==> src/rtl/fifo_reader_if.sv <==
// Handshake bundle for fifo_reader: FIFO read side plus the output stream.
// master = the reader itself, slave = the FIFO/stream environment around it.
interface fifo_reader_if #(
   parameter int DATA_WIDTH = 16
);
   logic                  enable;
   logic                  fifo_empty;
   logic [DATA_WIDTH-1:0] fifo_data_out;
   logic                  fifo_r_en;
   logic                  m_valid;
   logic [DATA_WIDTH-1:0] m_data;
   logic                  m_ready;
   logic                  busy;
   logic [15:0]           word_count;

   modport master (
      input  enable, fifo_empty, fifo_data_out, m_ready,
      output fifo_r_en, m_valid, m_data, busy, word_count
   );

   modport slave (
      output enable, fifo_empty, fifo_data_out, m_ready,
      input  fifo_r_en, m_valid, m_data, busy, word_count
   );
endinterface

==> src/rtl/fifo_reader.sv <==
// Drains a 1-cycle-latency FIFO into a valid/ready stream through a
// 2-entry skid buffer, keeping at most one read in flight.
module fifo_reader #(
   parameter int DATA_WIDTH = 16
) (
   input  logic           clk,
   input  logic           rst,
   fifo_reader_if.master  bus
);

   typedef enum logic [1:0] {IDLE, ACTIVE, FLUSH} state_t;

   state_t                state, state_next;
   logic [1:0]            occ;
   logic                  infl;
   logic [DATA_WIDTH-1:0] slot0, slot1;
   logic [15:0]           wc;
   logic                  pop, cap, rd_en;
   logic [2:0]            level;

   // A transfer pops the head; a capture lands the word read last cycle.
   assign pop   = (occ != 2'd0) && bus.m_ready;
   assign cap   = infl;
   // Buffer fill once this cycle's capture and transfer are applied.
   assign level = {1'b0, occ} + {2'b00, infl} - {2'b00, pop};

   // State register.
   always_ff @(posedge clk) begin
      if (rst) state <= IDLE;
      else     state <= state_next;
   end

   // Next-state and read-strobe decode; no read may issue while in reset.
   always_comb begin
      state_next = state;
      rd_en      = 1'b0;
      case (state)
         IDLE: begin
            if (bus.enable) state_next = ACTIVE;
         end
         ACTIVE: begin
            if (!bus.enable) state_next = FLUSH;
            rd_en = bus.enable && !bus.fifo_empty && (level < 3'd2);
         end
         FLUSH: begin
            if (bus.enable)         state_next = ACTIVE;
            else if (level == 3'd0) state_next = IDLE;
         end
         default: state_next = IDLE;
      endcase
      if (rst) rd_en = 1'b0;
   end

   // Buffer, in-flight flag and transfer counter.
   always_ff @(posedge clk) begin
      if (rst) begin
         occ   <= '0;
         infl  <= 1'b0;
         slot0 <= '0;
         slot1 <= '0;
         wc    <= '0;
      end else begin
         infl <= rd_en;
         occ  <= level[1:0];
         wc   <= wc + {15'd0, pop};
         case ({cap, pop})
            2'b01: slot0 <= slot1;
            2'b10: begin
               if (occ == 2'd0) slot0 <= bus.fifo_data_out;
               else             slot1 <= bus.fifo_data_out;
            end
            2'b11: begin
               if (occ == 2'd1) begin
                  slot0 <= bus.fifo_data_out;
               end else begin
                  slot0 <= slot1;
                  slot1 <= bus.fifo_data_out;
               end
            end
            default: ;
         endcase
      end
   end

   assign bus.fifo_r_en  = rd_en;
   assign bus.m_valid    = (occ != 2'd0);
   assign bus.m_data     = slot0;
   assign bus.busy       = (state != IDLE);
   assign bus.word_count = wc;

endmodule

==> src/flat_wrapper.sv <==
// flat-port wrapper written by rule: the top's interface ports become plain ports
module fifo_reader_flat 
#(
   parameter int DATA_WIDTH = 16
)
  (clk, rst, bus_enable, bus_fifo_empty, bus_fifo_data_out, bus_m_ready, bus_fifo_r_en, bus_m_valid, bus_m_data, bus_busy, bus_word_count);
  fifo_reader_if #(.DATA_WIDTH(DATA_WIDTH)) bus_i ();
  input  logic clk;
  input  logic rst;
  input wire logic [$bits(bus_i.enable)-1:0] bus_enable;
  input wire logic [$bits(bus_i.fifo_empty)-1:0] bus_fifo_empty;
  input wire logic [$bits(bus_i.fifo_data_out)-1:0] bus_fifo_data_out;
  input wire logic [$bits(bus_i.m_ready)-1:0] bus_m_ready;
  output wire logic [$bits(bus_i.fifo_r_en)-1:0] bus_fifo_r_en;
  output wire logic [$bits(bus_i.m_valid)-1:0] bus_m_valid;
  output wire logic [$bits(bus_i.m_data)-1:0] bus_m_data;
  output wire logic [$bits(bus_i.busy)-1:0] bus_busy;
  output wire logic [$bits(bus_i.word_count)-1:0] bus_word_count;
  assign bus_i.enable = bus_enable;
  assign bus_i.fifo_empty = bus_fifo_empty;
  assign bus_i.fifo_data_out = bus_fifo_data_out;
  assign bus_i.m_ready = bus_m_ready;
  assign bus_fifo_r_en = bus_i.fifo_r_en;
  assign bus_m_valid = bus_i.m_valid;
  assign bus_m_data = bus_i.m_data;
  assign bus_busy = bus_i.busy;
  assign bus_word_count = bus_i.word_count;
  fifo_reader #(.DATA_WIDTH(DATA_WIDTH)) u_core (.clk(clk), .rst(rst), .bus(bus_i));
endmodule
==> config.mk <==
export PLATFORM = sky130hd
export DESIGN_NAME = fifo_reader_flat
export DESIGN_NICKNAME = d
export VERILOG_FILES = /design/src/rtl/fifo_reader_if.sv /design/src/rtl/fifo_reader.sv /design/src/flat_wrapper.sv
export SDC_FILE = /design/constraint.sdc
export NUM_CORES = 1
export LEC_CHECK = 0
export ABC_AREA = 1
export CAP_MARGIN = 20
export CORE_MARGIN = 8
export CORE_UTILIZATION = 33
export DETAILED_ROUTE_END_ITERATION = 16
export HOLD_SLACK_MARGIN = 0.05
export MAX_ROUTING_LAYER = met4
export PLACE_DENSITY = 0.54
export SYNTH_ARGS = -nofsm -noshare
export SYNTH_HDL_FRONTEND = slang
export SYNTH_SLANG_ARGS = --single-unit
==> constraint.sdc <==
create_clock -name clk -period 4.1 [get_ports clk]
set_input_delay 0.82 -clock clk [delete_from_list [all_inputs] [get_ports clk]]
set_output_delay 0.82 -clock clk [all_outputs]
set_load 0.005 [all_outputs]
==> flow_summary.json, run 1 <==
{
  "status": "completed",
  "hold_viol": 0,
  "vias": 2158,
  "cellPowerDensity_nw_per_um2": 344,
  "yosysTopAreaCellShare_pct": 43.9,
  "max-slew-margin-rel_pct": 47.1,
  "critPathMaxFanout": 2,
  "grt_pass1_vias": 2096,
  "dr.pass1.iters": 4,
  "ys_warn_count": 0,
  "synth.most_common_cell": "dfxtp_1",
  "critPathTopFamily": "buffers and inverters",
  "ff2ff_setup_slack_ns": 1.85,
  "setup_tns_ns": 0,
  "hold_ws_ns": 0.451,
  "yosysSeqAreaShare_pct": 43.9,
  "dieArea_um2": 10300,
  "avgSynthCellArea_um2": 7.57,
  "diodes": 0,
  "slowest_stage": "clkdlybuf4s50_1",
  "synth_cell_type_count": 29,
  "clock-root-buffer": "clkbuf_8",
  "dp_hpwl_mm": 4.01,
  "grt_pass1_wl_mm": 9.56,
  "utilization_pct": 43.9,
  "synth_area_leaders": "dfxtp_1, o21ai_0, a21oi_1",
  "htree_levels": 2,
  "syn_nets": 344,
  "cts_buffers": 5,
  "gp_congestion": 0.738,
  "grt_usage_pct": 11.8,
  "start_util_pct": 33.7,
  "clock_latency_ns": 0.30,
  "maxCapViolations": 0,
  "cts_tree": "done",
  "fin_nets": 399,
  "cp.buffers_inverters": 2,
  "synth.cell_area_um2": 2420,
  "netlist.top_cell.by_area": "dfxtp_1",
  "synth_commonest_cells": "dfxtp_1, inv_1, nor2_1, o21ai_0, nand2_1",
  "path_class": "input pin to output pin",
  "port-buffer-count": 55,
  "drive_above_1_share_pct": 11.8,
  "rsz0062_at_grt": "false",
  "period_minus_slack_ns": 3.84,
  "cp.arrival_ns": 3.02,
  "clk_path_buf_depth": 2,
  "fp.dieW_um": 102,
  "viasPerCell": 4.56,
  "ant_nets": 0,
  "crit_chain": "clkdlybuf4s50_1, o21ai_2, or2_2, nand2_1, ha_1, fa_1, a21oi_1, o21ai_0, nor4_1, dlygate4sd2_1",
  "critical_path.max_stage_delay_ns": 0.50,
  "wl_mm": 5.66,
  "required_ns": 3.28,
  "start_kind": "input pin",
  "fmax_mhz": 260,
  "grt_max_degree": 39,
  "min_path_type": "flop to flop",
  "worst_slew_pin_slew_ns": 0.792,
  "ir_drop_mv": 0.136,
  "antenna_found_initial": 0,
  "setup_viol": 0,
  "synth-edff-count": 0,
  "ys_async_sr_fraction_pct": 0,
  "finalCritPeriodShare_pct": 93.7,
  "synthCells": 319,
  "syn2layout_area_growth_pct": 30.5,
  "synth_ff_type": "dfxtp_1",
  "slew_violations": 0,
  "ioPinCount": 56,
  "rows": 31,
  "fp.coreArea_um2": 7180,
  "drc": 0,
  "wl_per_cell_um": 12.0,
  "clock_sink_count": 53,
  "synth-seq-cells": 53,
  "drtIter0Drc": 56,
  "die_h_um": 102,
  "hold_buffers": 0,
  "clk_pin_slew_ns": 0.09,
  "finClkSkew_ns": 0.00393,
  "cellLeakagePower_nw": 1.17,
  "end_kind": "output pin",
  "grt-ovfl-total": 0
}
[metrics by stage]
stage / setup slack, ns / std cells / instance area, µm² / total power, mW
after floorplan: 1.00 / 319 / 2420 / 0.663
after global placement: 0.00123 / 466 / 3050 / 0.755
after detailed placement: -0.0463 / 466 / 3050 / 0.755
after CTS: 0.170 / 473 / 3150 / 1.11
after global routing: 0.0516 / 473 / 3150 / 1.15
final: 0.258 / 473 / 3150 / 1.08
[area by class of cell]
class	count	area (µm²)
clock buffers	5	68.8
clock inverters	2	35.0
fillers	738	4020
inverters	46	173
multi-input cells	206	1090
flip-flops and latches	53	1060
well taps	99	124
repair buffers	62	602
[registers in the layout (all words and copies together) (netlist names)]
register,count
u_core.state,2
u_core.bus.m_data,16
u_core.occ,2
u_core.bus.word_count,16
u_core.slot1,16
u_core.cap,1
[worst register-to-register path, stage by stage, from the launching register on]
cell,delay [ns]
dfxtp_1,0.51
o21ai_2,0.11
or2_2,0.29
nand2_1,0.07
ha_1,0.15
fa_1,0.43
a21oi_1,0.11
o21ai_0,0.12
buf_4,0.16
nor3_1,0.15
nor2_1,0.06
[kinds of logic (layout without fill, tap and decap cells)]
group / Yosys count / after routing / synth area share [%]
AOI/OAI and AO/OA: 102 / 102 / 24.7
adders and majority gates: 4 / 4 / 2.38
buffers and inverters: 60 / 115 / 11.3
DFF: 53 / 53 / 43.9
and+or+nand+nor: 100 / 100 / 17.7
[power breakdown]
group | internal, mW | switching [mW]
Sequential | 0.539 | 0.0151
Combinational | 0.102 | 0.0850
Clock | 0.178 | 0.165
[worst paths after layout]
| kind | from | to | depth (start not counted) |
|---|---|---|---|
| max | bus_m_ready | bus_fifo_r_en | 10 |
| min | u_core.slot1[0] | u_core.slot1[0] | 2 |
| max reg2reg | u_core.occ[1] | u_core.state[1] | 10 |
| min reg2reg | u_core.slot1[0] | u_core.slot1[0] | 2 |
[routing by layer]
metal	part of all wire [%]	vias up	track usage [%]	wire (µm)
li1	-	1139	-	-
met1	49	959	13.9	2780
met2	45	53	18.9	2560
met3	4.2	7	2.82	236
met4	1.4	0	4.24	79
met5	0	-	-	0
[cell usage in the layout, fill, tap and decap left out, drive strengths merged]
master         netlist  routed
o21ai               55      55
clkdlybuf4s50        0      54
dfxtp               53      53
inv                 46      46
a21oi               44      44
nor2                41      41
nand2               41      41
nand3                8       8
buf                 10       7
clkbuf               4       5
nor3                 4       4
ha                   3       3
or2                  2       2
nor4                 2       2
nand4                2       2
o21bai               2       2
o211a                1       1
fa                   1       1
bufinv               0       1
clkinv               0       1
dlygate4sd2          0       1
[what timing repair did]
action                                  CTS  global route
endpoints found under the setup margin    1             1
gates cloned                              0             0
pin swaps                                 1             1
endpoints found under the hold margin     0             0
buffers inserted                          0             0
resized for setup                         1             0
Note: power is estimated with default switching activity, not from simulation.
==> inputs of run 2 (changes only) <==
==> constraint.sdc (replaced) <==
create_clock -name clk -period 4.1 [get_ports clk]
set_input_delay 0.41 -clock clk [delete_from_list [all_inputs] [get_ports clk]]
set_output_delay 0.41 -clock clk [all_outputs]
set_load 0.005 [all_outputs]
==> run 2 against run 1 <==
Clock power is 16% lower. Global-route usage is 0.32 points lower. Non-clock buffer count is 6 lower. Wire length is 3.4% lower.
==> flow_summary.json, run 2 (synthesized netlist as in run 1, its figures left out) <==
{
  "cellPowerDensity_nw_per_um2": 330,
  "fmax_mhz": 285,
  "viasPerCell": 4.60,
  "finalCritPeriodShare_pct": 85.7,
  "grt_pass1_vias": 2031,
  "min_path_type": "flop to flop",
  "rsz0062_at_grt": "false",
  "drive_above_1_share_pct": 10.3,
  "status": "completed",
  "ir_drop_mv": 0.143,
  "worst_hold_path.num_cells": 2,
  "p_sw_mw": 0.268,
  "ant_nets": 0,
  "fp.coreArea_um2": 7180,
  "gp_congestion": 0.763,
  "cts_tree": "done",
  "final_cell_mix": "clkdlybuf4s50_1, dfxtp_1, inv_1",
  "setup_tns_ns": 0,
  "finalWorstSetupSlack_ns": 0.586,
  "post-place-cells": 460,
  "grt_usage_pct": 11.4,
  "setup_viol": 0,
  "place_ws_ns": 0.587,
  "drc": 0,
  "fp.dieW_um": 102,
  "antenna_found_initial": 0,
  "cts_buffers": 5,
  "p_comb_share_pct": 17.1,
  "port-buffer-count": 55,
  "maxCapViolations": 0,
  "layout_commonest_cell": "clkdlybuf4s50_1",
  "cellLeakagePower_nw": 1.12,
  "worstRegToRegCells": 9,
  "diodes": 0,
  "clock_sink_count": 53,
  "required_ns": 3.69,
  "pwr-share-seq_pct": 54.5,
  "drtIter0Drc": 104,
  "switching_share_pct": 26.4,
  "ioPinCount": 56,
  "rows": 31,
  "cts_setup_buffers": 0,
  "fillers": 740,
  "wl_mm": 5.46,
  "dp_hpwl_mm": 3.88,
  "dieArea_um2": 10300,
  "max-slew-margin-rel_pct": 29.4,
  "wl_per_cell_um": 11.7,
  "hold_ws_ns": 0.460,
  "stdcell_area_um2": 3090,
  "cp.arrival_ns": 3.10,
  "die_h_um": 102,
  "grt_pass1_wl_mm": 9.25,
  "finClkSkew_ns": 0.00926,
  "critPathMaxFanout": 3,
  "clock-root-buffer": "clkbuf_8",
  "path_class": "input pin to output pin",
  "fin_nets": 393,
  "p_int_mw": 0.750,
  "clk_path_buf_depth": 2,
  "clock_latency_ns": 0.31,
  "worst_slew_pin_slew_ns": 1.06,
  "hold_buffers": 0,
  "p_clk_share_pct": 28.4,
  "finalNonFillerCells": 467,
  "cts_resized": 0,
  "vias": 2146,
  "grt_max_degree": 40,
  "grt-ovfl-total": 0,
  "dr.pass1.iters": 4,
  "clk_pin_slew_ns": 0.10,
  "hold_viol": 0,
  "htree_levels": 2,
  "end_kind": "output pin",
  "start_kind": "input pin",
  "period_minus_slack_ns": 3.51,
  "slew_violations": 0,
  "start_util_pct": 33.7,
  "place_area_um2": 3000,
  "syn2layout_area_growth_pct": 27.9
}
run 2: final cells by class:
cell class	count	area [µm²]	area share, %
Multi-Input combinational cell	206	1090	35.2
Sequential cell	53	1060	34.3
Timing Repair Buffer	56	558	18.1
Inverter	46	173	5.59
Tap cell	99	124	4.01
Clock buffer	5	68.8	2.23
Clock inverter	2	16.3	0.527
run 2: final timing paths:
path / start / endpoint / slack [ns]
setup / recovery: bus_m_ready / bus_fifo_r_en / 0.59
hold reg to reg: u_core.slot1[15] / u_core.slot1[15] / 0.46
setup reg to reg: u_core.occ[1] / u_core.state[1] / 1.91
hold / removal: u_core.slot1[15] / u_core.slot1[15] / 0.46
run 2: power by group through the flow:
| stage | Sequential, mW | Clock [mW] | Combinational, mW |
|---|---|---|---|
| after floorplan | 0.566 | 0 | 0.0969 |
| after global placement | 0.567 | 0 | 0.177 |
| after detailed placement | 0.567 | 0 | 0.177 |
| after CTS | 0.556 | 0.305 | 0.178 |
| after global routing | 0.559 | 0.323 | 0.197 |
| final | 0.555 | 0.289 | 0.174 |
run 2: routing by layer:
metal / part of all wire (%) / vias to the layer above / GRT usage [%] / routed length [µm]
met5: 0 / - / - / 0
met4: 1.7 / 0 / 3.89 / 92
met3: 5.0 / 6 / 2.61 / 272
met2: 44 / 44 / 18.0 / 2380
met1: 50 / 962 / 14.1 / 2710
li1: - / 1134 / - / -
run 2: per-stage QoR:
step	total power [mW]	utilization (%)
3_5_place_dp	0.744	41.9
4_1_cts	1.04	43.1
5_1_grt	1.08	43.1
6_report	1.02	43.1
3_3_place_gp	0.743	41.9
2_1_floorplan	0.663	-
run 2: worst max-delay path, stage by stage:
cell and delay (ns):
clkdlybuf4s50_1 0.58, o21ai_2 0.12, or2_2 0.32, nand2_1 0.07, ha_1 0.15, fa_1 0.43, a21oi_1 0.12, o21ai_0 0.16
nor4_1 0.21, clkdlybuf4s50_1 0.55
